## config.mk

```make
export PLATFORM = sky130hd
export DESIGN_NAME = arb_mux_nto1
export DESIGN_NICKNAME = d
export VERILOG_FILES = /design/src/rtl/arb_mux_nto1_pkg.sv /design/src/rtl/arb_mux_nto1_grant.sv /design/src/rtl/arb_mux_nto1.sv
export SDC_FILE = /design/constraint.sdc
export NUM_CORES = 1
export LEC_CHECK = 0
export CAP_MARGIN = 5
export CELL_PAD_IN_SITES_DETAIL_PLACEMENT = 1
export CELL_PAD_IN_SITES_GLOBAL_PLACEMENT = 1
export CORE_MARGIN = 1.5
export CORE_UTILIZATION = 31
export DETAILED_ROUTE_END_ITERATION = 10
export DONT_BUFFER_PORTS = 1
export GPL_ROUTABILITY_DRIVEN = 0
export GPL_TIMING_DRIVEN = 0
export PLACE_DENSITY = 0.68
export SETUP_SLACK_MARGIN = 0.02
export SLEW_MARGIN = 20
export SYNTH_ARGS = -nofsm -noshare
export SYNTH_HDL_FRONTEND = slang
export SYNTH_SLANG_ARGS = --single-unit
```

## constraint.sdc

```tcl
create_clock -name clk -period 1.91 [get_ports clk]
set_clock_uncertainty 0.05 [all_clocks]
set_input_delay 0.573 -clock clk [delete_from_list [all_inputs] [get_ports clk]]
set_output_delay 0.573 -clock clk [all_outputs]
set_load 0.01 [all_outputs]
```

## src/rtl/arb_mux_nto1_pkg.sv

```systemverilog
// arb_mux_nto1_pkg: shared widths, arbitration mode constants and index-width helpers
package arb_mux_nto1_pkg;
  localparam int DATA_W = 64;
  localparam int ARB_FIXED = 0;
  localparam int ARB_RR = 1;
  function automatic int clog2(input int n);
    int r;
    r = 0;
    while ((1 << r) < n) r++;
    return r;
  endfunction
  function automatic int sel_w(input int n);
    return (n > 1) ? clog2(n) : 1;
  endfunction
endpackage

```

## src/rtl/arb_mux_nto1_grant.sv

```systemverilog
// rr_grant_nto1: rotating-priority one-hot grant starting the search at ptr
module rr_grant_nto1 import arb_mux_nto1_pkg::*; #(
  parameter int N = 4,
  parameter int SEL_W = 2
) (
  input  logic [N-1:0]     req,
  input  logic [SEL_W-1:0] ptr,
  output logic [N-1:0]     grant,
  output logic [SEL_W-1:0] idx,
  output logic             any_grant
);
  // search ptr..N-1 first, falling back to 0..ptr-1; reverse loops leave the lowest hit
  always_comb begin
    grant = '0;
    idx = '0;
    any_grant = 1'b0;
    for (int i = N - 1; i >= 0; i--) begin
      if (req[i] && i < int'(ptr)) begin
        grant = '0;
        grant[i] = 1'b1;
        idx = SEL_W'(i);
        any_grant = 1'b1;
      end
    end
    for (int i = N - 1; i >= 0; i--) begin
      if (req[i] && i >= int'(ptr)) begin
        grant = '0;
        grant[i] = 1'b1;
        idx = SEL_W'(i);
        any_grant = 1'b1;
      end
    end
  end
endmodule

```

## src/rtl/arb_mux_nto1.sv

```systemverilog
// arb_mux_nto1: N-input arbitrated multiplexer into a single registered valid/ready output
module arb_mux_nto1 import arb_mux_nto1_pkg::*; #(
  parameter int WIDTH = DATA_W,
  parameter int N = 4,
  parameter int RR = ARB_RR,
  localparam int SEL_W = sel_w(N)
) (
  input  logic               clk,
  input  logic               reset,
  input  logic [N-1:0]       in_valid,
  input  logic [N*WIDTH-1:0] in_data,
  output logic [N-1:0]       in_ready,
  output logic               out_valid,
  output logic [WIDTH-1:0]   out_data,
  output logic [SEL_W-1:0]   out_sel,
  input  logic               out_ready
);
  logic [N-1:0]     grant;
  logic [SEL_W-1:0] idx;
  logic             any_grant;
  logic             load;
  logic             xfer;
  logic             out_valid_q, out_valid_d;
  logic [WIDTH-1:0] out_data_q, out_data_d;
  logic [SEL_W-1:0] out_sel_q, out_sel_d;
  logic [SEL_W-1:0] ptr_q, ptr_d;

  rr_grant_nto1 #(.N(N), .SEL_W(SEL_W)) u_grant (
    .req       (in_valid),
    .ptr       (RR == ARB_RR ? ptr_q : '0),
    .grant     (grant),
    .idx       (idx),
    .any_grant (any_grant)
  );

  // load when empty or draining; a transfer captures the granted channel and advances the pointer
  always_comb begin
    load = ~out_valid_q | out_ready;
    xfer = any_grant & load & ~reset;
    in_ready = reset ? '0 : grant & {N{load}};
    out_valid_d = xfer | (out_valid_q & ~out_ready);
    out_data_d = xfer ? in_data[int'(idx)*WIDTH +: WIDTH] : out_data_q;
    out_sel_d = xfer ? idx : out_sel_q;
    ptr_d = (RR != ARB_RR) ? '0 : xfer ? SEL_W'((int'(idx) + 1) % N) : ptr_q;
  end

  // output register and priority pointer, cleared by reset
  always_ff @(posedge clk) begin
    if (reset) begin
      out_valid_q <= 1'b0;
      out_data_q <= '0;
      out_sel_q <= '0;
      ptr_q <= '0;
    end else begin
      out_valid_q <= out_valid_d;
      out_data_q <= out_data_d;
      out_sel_q <= out_sel_d;
      ptr_q <= ptr_d;
    end
  end

  assign out_valid = out_valid_q;
  assign out_data = out_data_q;
  assign out_sel = out_sel_q;
endmodule

```

==> summary.md, run 1 <==
| Metric | Value |
|---|---|
| Drt drc | 0 |
| Die area | approximately 0.017 mm^2 |
| FFs w/ async S/R, synth | 0% |
| Fillers | approximately 1800 |
| Nets@finish | ~850 |
| Worst skew pair latency | approximately 0.33 ns |
| Max Cap Viol | 0 |
| Initial antenna violation count | 0 |
| Fin crit share | 104% |
| GRT Total Usage | 23.2% |
| #FFs+latches synth | just under 70 |
| Share of cells above drive strength 1 | about 33% |
| Hold EP | out_valid |
| Worst-path clk slew | 0.06 ns |
| # diodes | 0 |
| Die Span Y | 131 um |
| Top delay family on crit path | flip-flops |
| CP max FO | 8 |
| Leakage | between 2 and 2.5 nW |
| HP Start | reset |
| CP endpoint kind | output port |
| Unrepaired setup endpoints after global routing | true |
| Reg area | around 0.0014 mm^2 |
| Clock buffer count from CTS | 9 |
| Net Count, Synth | between 800 and 900 |
| Vias | approximately 4900 |
| Min cycle time layout | between 1.5 and 2 ns |
| P&R area growth vs syn | 31.1% |
| Number of DRC markers in iteration 0 | 201 |
| Cells along the critical path | buf_6 -> nand2_2 -> a21o_1 -> o22ai_1 -> and3_1 |
| Cell area after synthesis | just over 0.005 mm^2 |
| Placed insts | a little under 800 |
| R2R cell count | 9 |
| Number of synthesis warnings | 0 |
| Critical-path top delay cell | dfxtp_2 |
| Hold-critical path depth | 1 |
| Ys flop type | dfxtp_1 |
| Buffers on Ports | 0 |
| Root Buffer | clkbuf_16 |
| Vias per cell | 6.09 |
| Slew Viols, Final | 0 |
| Slowest stage delay, CP | around 0.33 ns |
| Fin cells | slightly above 800 |
| CP Data Arrival Time | between 1 and 1.5 ns |
| Post-route ant nets | 0 |
| Synth unique cells | 38 |
| Hold buffers post-CTS | 0 |
| Post-synth EDFFs | 0 |
| Critical R2R Launch | ptr_q[0] |
| First-pass GRT wire length | between 20 and 30 mm |
| CTS H-tree lvls | 3 |
| Crit start category | register |
| Routed wire per std cell | between 20 and 30 um |
| Hpwl dp | ~16 mm |
| Slew HR | about two thirds |
| Worst IR Drop VDD | about 0.39 mV |
| Final WL | between 20 and 25 mm |
| Fmax achieved | around 500 MHz |
| Sequential area share after synthesis | between 20 and 30% |
| Largest net degree at the start of global routing | 14 |
| CP startpoint | ptr_q[1] |
| Gr ovfl total | 0 |
| Reg2reg end | out_data[30] |
| DIE WIDTH | ~130 um |
| WP buf/inv | 1 |
| PwrDens | 975 mW/mm^2 |
| Hold Slack | 0.241 ns |
| Setup Viol. Count Final | 10 |
| Failing checks | negative setup slack |
| Syn_area_per_cell | 9.16 um^2 |
| Core box area | 0.0159 mm^2 |
| # IOs | 334 |
| Hold Vio Cnt, Final | 0 |
| Crit Path Class | register to output port |
| Data required, critical path | about 1.3 ns |
| 1st-pass router iterations | 4 |
| Worst Tran Pin Value | 0.500 ns |
| Cells after synthesis | 553 |
| Worst R2R Setup Slack | -0.03 ns |
| Number of global-route vias before repair | slightly above 5000 |
| Clock buffer depth | 2 |
| CTS tree | done |
| Hold Path Class | input port to register |
| Multi-input logic area | 0.00361 mm^2 |
| Status | finished, violations left |
| Clk sink count | 69 |
| Num rows | 46 |
| Starting Density | a little under a third |
| Worst Setup Slack, final | -0.0732 ns |
==> stage by stage <==
stage	total power, mW	setup WS (ns)	setup TNS, ns	area [um^2]	util (%)
2_1_floorplan	3.50	-0.0533	-2.47	5100	-
3_3_place_gp	3.96	-0.609	-33.61	5370	33.7
3_5_place_dp	4.05	-0.684	-37.42	5370	33.7
4_1_cts	6.10	-0.0835	-0.252	6010	37.7
5_1_grt	6.78	-0.136	-4.20	6650	41.7
6_report	6.48	-0.0732	-0.284	6650	41.7
==> synth_stat cells (5+ instances only) <==
cell type	n	share of area (%)
dfxtp_1	69	27
mux2i_1	65	13
a211oi_2	44	11
nand2_1	44	3.3
a21bo_1	40	7.9
nand4_1	40	4.9
o211ai_1	40	5.9
o31ai_1	40	5.9
a21oi_1	30	3.0
buf_2	28	2.8
clkbuf_1	26	1.9
o31a_1	24	4.1
buf_4	9	1.3
nor2_1	9	0.67
buf_6	7	1.6
a211oi_1	5	0.74
==> worst max path at each step <==
stage,slack (ns),cells past startpoint,endpoint
floorplan,-0.05,7,out_data[1]
global placement,-0.61,6,out_data[21]
detailed placement,-0.68,6,out_data[6]
CTS,-0.08,5,in_ready[1]
global route,-0.14,5,in_ready[1]
finish,-0.07,5,in_ready[1]
==> placed cells by master, fill, tap and decap left out, types with 14 or more instances in the layout <==
master / Yosys / routed
a21bo_1: 40 / 38
a211oi_2: 44 / 38
clkbuf_16: 0 / 16
o31a_1: 24 / 24
nand4_1: 40 / 40
buf_2: 28 / 14
buf_6: 7 / 14
a21oi_1: 30 / 27
clkbuf_2: 0 / 14
o31ai_1: 40 / 40
o211ai_1: 40 / 40
dfxtp_1: 69 / 66
nand2_1: 44 / 43
mux2i_1: 65 / 48
buf_4: 9 / 20
==> per-layer routing <==
layer	track usage [%]	routed length [um]	vias up	part of all wire, %
li1	-	-	2239	-
met1	23.6	8120	2397	37
met3	4.85	1430	48	6.4
met4	12.0	878	0	4.0
met2	44.5	11700	265	53
met5	0	0	-	0
==> worst register-to-register path: stages, from the launching register on <==
cell	delay, ns
dfxtp_2	0.32
buf_6	0.11
buf_4	0.13
inv_4	0.05
a221oi_4	0.40
nor3b_4	0.11
buf_4	0.16
clkbuf_16	0.16
a21bo_1	0.21
o211ai_1	0.11
==> cells by family (layout without fill, tap and decap cells) <==
| kind of cell | Yosys count | in the layout | share of synthesized area, % |
|---|---|---|---|
| buffers and inverters | 74 | 117 | 7.88 |
| muxes | 65 | 65 | 12.8 |
| AOI/OAI and AO/OA | 236 | 236 | 40.8 |
| and+or+nand+nor | 109 | 109 | 11.3 |
| DFF | 69 | 69 | 27.3 |
==> repair_timing <==
action / CTS / global route
gates cloned: 1 / 7
setup endpoints to repair: 67 / 68
gates resized for setup: 62 / 100
setup buffers: 12 / 9
pin swaps: 9 / 27
hold endpoints to repair: 0 / 0
==> power breakdown <==
group | internal (mW) | switching, mW
Sequential | 1.73 | 0.385
Clock | 1.06 | 0.717
Combinational | 1.26 | 1.32
==> area by class of cell <==
cell class	count	share of cell area, %
clock inverters	6	1.04
clock buffers	10	3.60
plain buffers	69	9.38
well taps	216	4.07
flip-flops and latches	69	20.8
repair buffers	29	6.61
inverters	3	0.207
multi-input cells	410	54.3
==> flip-flops by register name (all words and copies together) (netlist names) <==
| signal | flops |
|---|---|
| ptr_q | 2 |
| out_data | 64 |
| out_valid | 1 |
| out_sel | 2 |
No activity file was read; power rests on OpenSTA's default activity.
==> run 2, diff against run 1 <==
Settings changed: CORE_MARGIN 1.5 to 5.
==> summary.md, run 2 (same netlist as run 1, synthesis figures left out) <==
| Metric | Value |
|---|---|
| Starting Density | 31.8% (unchanged) |
| Die area | 0.0190 mm^2 (was 0.0171 mm^2) |
| Hold Slack | 0.241 ns (about the same) |
| Hold Vio Cnt, Final | 0 (unchanged) |
| Worst skew pair latency | 0.33 ns (about the same) |
| DIE WIDTH | 138 um (was 131 um) |
| Cells along the critical path | buf_6 -> nand2b_4 -> nand2b_1 -> a21oi_2 -> and2_4 (was buf_6 -> nand2_2 -> a21o_1 -> o22ai_1 -> and3_1) |
| Share of cells above drive strength 1 | 36.5% (was 33.2%) |
| Min cycle time layout | 1.99 ns (was 1.98 ns) |
| HP Start | reset (unchanged) |
| CP Data Arrival Time | 1.36 ns (about the same) |
| WP buf/inv | 1 (unchanged) |
| Hold EP | out_valid (unchanged) |
| PwrDens | 1000 mW/mm^2 (was 975 mW/mm^2) |
| GRT Total Usage | 22.7% (was 23.2%) |
| Worst Setup Slack, final | -0.0758 ns (was -0.0732 ns) |
| Met1 usage | 24.7% (was 23.6%) |
| Worst R2R Setup Slack | -0.02 ns (was -0.03 ns) |
| Most frequent cells in the layout | 67 x dfxtp_1, 44 x a211oi_2, 43 x nand2_1 (was 66 x dfxtp_1, 48 x mux2i_1, 43 x nand2_1) |
| Slowest stage delay, CP | 0.34 ns (was 0.33 ns) |
| Drt drc | 0 (unchanged) |
| Slew HR | 69.2% (was 66.5%) |
| Reg2reg end | out_data[48] (was out_data[30]) |
| Initial antenna violation count | 0 (unchanged) |
| Routed wire per std cell | 29.1 um (was 27.2 um) |
| Global-route layer with the greatest usage | met2 (unchanged) |
| Post-route ant nets | 0 (unchanged) |
| Max Cap Viol | 0 (unchanged) |
| Setup Viol. Count Final | 10 (unchanged) |
| Clock buffer depth | 2 (unchanged) |
| Fin crit share | 104% (about the same) |
| Die Span Y | 138 um (was 131 um) |
| Gr ovfl total | 0 (unchanged) |
| Fillers | 1807 (was 1783) |
| Worst-path clk slew | 0.06 ns (about the same) |
| Clk sink count | 69 (unchanged) |
| Fin cells | 811 (was 812) |
| Hold-critical path depth | 1 (unchanged) |
| # diodes | 0 (unchanged) |
| Final WL | 23.6 mm (was 22.1 mm) |
| Data required, critical path | 1.29 ns (about the same) |
| CP startpoint | ptr_q[1] (unchanged) |
| Root Buffer | clkbuf_16 (unchanged) |
| Hold Path Class | input port to register (unchanged) |
| Worst IR Drop VDD | 0.465 mV (was 0.388 mV) |
| Critical R2R Launch | ptr_q[1] (was ptr_q[0]) |
| Critical-path top delay cell | dfxtp_2 (unchanged) |
| Number of DRC markers in iteration 0 | 143 (was 201) |
| Most common cell after layout, fill and taps aside | dfxtp_1 (unchanged) |
| Max FFs per register | 64 (unchanged) |
| Fmax achieved | 504 MHz (about the same) |
| Number of global-route vias before repair | 5456 (was 5134) |
| CP max FO | 8 (unchanged) |
| Num rows | 46 (unchanged) |
| Vias per cell | 6.07 (was 6.09) |
| Buffers on Ports | 0 (unchanged) |
| Worst Tran Pin Value | 0.462 ns (was 0.500 ns) |
| # IOs | 334 (unchanged) |
| CTS H-tree lvls | 3 (unchanged) |
| Grt met2 use | 42.0% (was 44.5%) |
| Crit Path Class | register to output port (unchanged) |
| Hpwl dp | 17.6 mm (was 16.3 mm) |
| Vias | 4923 (was 4949) |
| Top delay family on crit path | simple AND/OR/NAND/NOR gates (was flip-flops) |
| Core box area | 0.0159 mm^2 (unchanged) |
| Placed insts | 769 (unchanged) |
| Unrepaired setup endpoints after global routing | true (unchanged) |
| CTS tree | done (unchanged) |
| Leakage | 2.30 nW (was 2.39 nW) |
| P&R area growth vs syn | 28.3% (was 31.1%) |
| Met3 Use GR | 6.97% (was 4.85%) |
| First-pass GRT wire length | 32.4 mm (was 29.2 mm) |
| Hold buffers post-CTS | 0 (unchanged) |
| CP endpoint kind | output port (unchanged) |
| Slew Viols, Final | 0 (unchanged) |
| Nets@finish | 853 (was 854) |
| Tot Pwr | 6.53 mW (was 6.48 mW) |
| Failing checks | negative setup slack (unchanged) |
| Largest net degree at the start of global routing | 13 (was 14) |
| Clock buffer count from CTS | 9 (unchanged) |
| R2R cell count | 8 (was 9) |
| 1st-pass router iterations | 4 (unchanged) |
| Status | finished, violations left (unchanged) |
| Crit start category | register (unchanged) |
==> run 2: how the worst max path moves through the flow <==
| stage | to | slack (ns) | cells after the start |
|---|---|---|---|
| after floorplan | out_data[1] | -0.05 | 7 |
| after global placement | out_data[21] | -0.60 | 6 |
| after detailed placement | out_data[14] | -0.65 | 6 |
| after CTS | in_ready[1] | -0.10 | 5 |
| after global routing | in_ready[1] | -0.15 | 5 |
| final | in_ready[3] | -0.08 | 5 |
==> run 2: stage by stage <==
stage | cell area (um^2) | worst slack (ns) | util [%] | TNS, ns
3_5_place_dp | 5370 | -0.650 | 33.7 | -36.16
4_1_cts | 6070 | -0.101 | 38.1 | -0.509
6_report | 6500 | -0.0758 | 40.8 | -0.344
3_3_place_gp | 5370 | -0.602 | 33.7 | -32.52
5_1_grt | 6500 | -0.153 | 40.8 | -4.71
2_1_floorplan | 5100 | -0.0533 | - | -2.47
==> run 2: worst register-to-register path: stages, from the launching register on <==
cell	delay [ns]
dfxtp_2	0.34
buf_6	0.13
nand2b_1	0.15
a21oi_2	0.09
nor3_2	0.26
buf_6	0.25
buf_12	0.18
mux2i_4	0.26
o211ai_1	0.10
==> run 2: final cells by class <==
cell class / count / area, um^2 / share of cell area, %
well taps: 216 / 270 / 4.16
multi-input cells: 411 / 3640 / 56.0
clock buffers: 11 / 253 / 3.89
inverters: 3 / 11.3 / 0.173
repair buffers: 27 / 314 / 4.83
plain buffers: 69 / 544 / 8.37
flip-flops and latches: 69 / 1390 / 21.3
clock inverters: 5 / 81.3 / 1.25
==> run 2: power breakdown <==
group / switching [mW] / leakage [nW] / internal [mW]
logic: 1.29 / 1.56 / 1.20
clock network: 0.703 / 0.162 / 1.22
registers: 0.384 / 0.577 / 1.73
==> run 2: timing repair <==
item                                    in CTS  in global routing
endpoints found under the setup margin      67                 72
pin swaps                                    8                  4
cloned                                       5                  4
buffers inserted                            15                  4
gates resized for setup                     76                 74
==> run 2: routing by layer <==
metal  vias to the layer above  part of all wire (%)
met5                         -                     0
met4                         0                   2.3
met3                        47                   8.8
met2                       248                    53
met1                      2384                    36
li1                       2244                     -
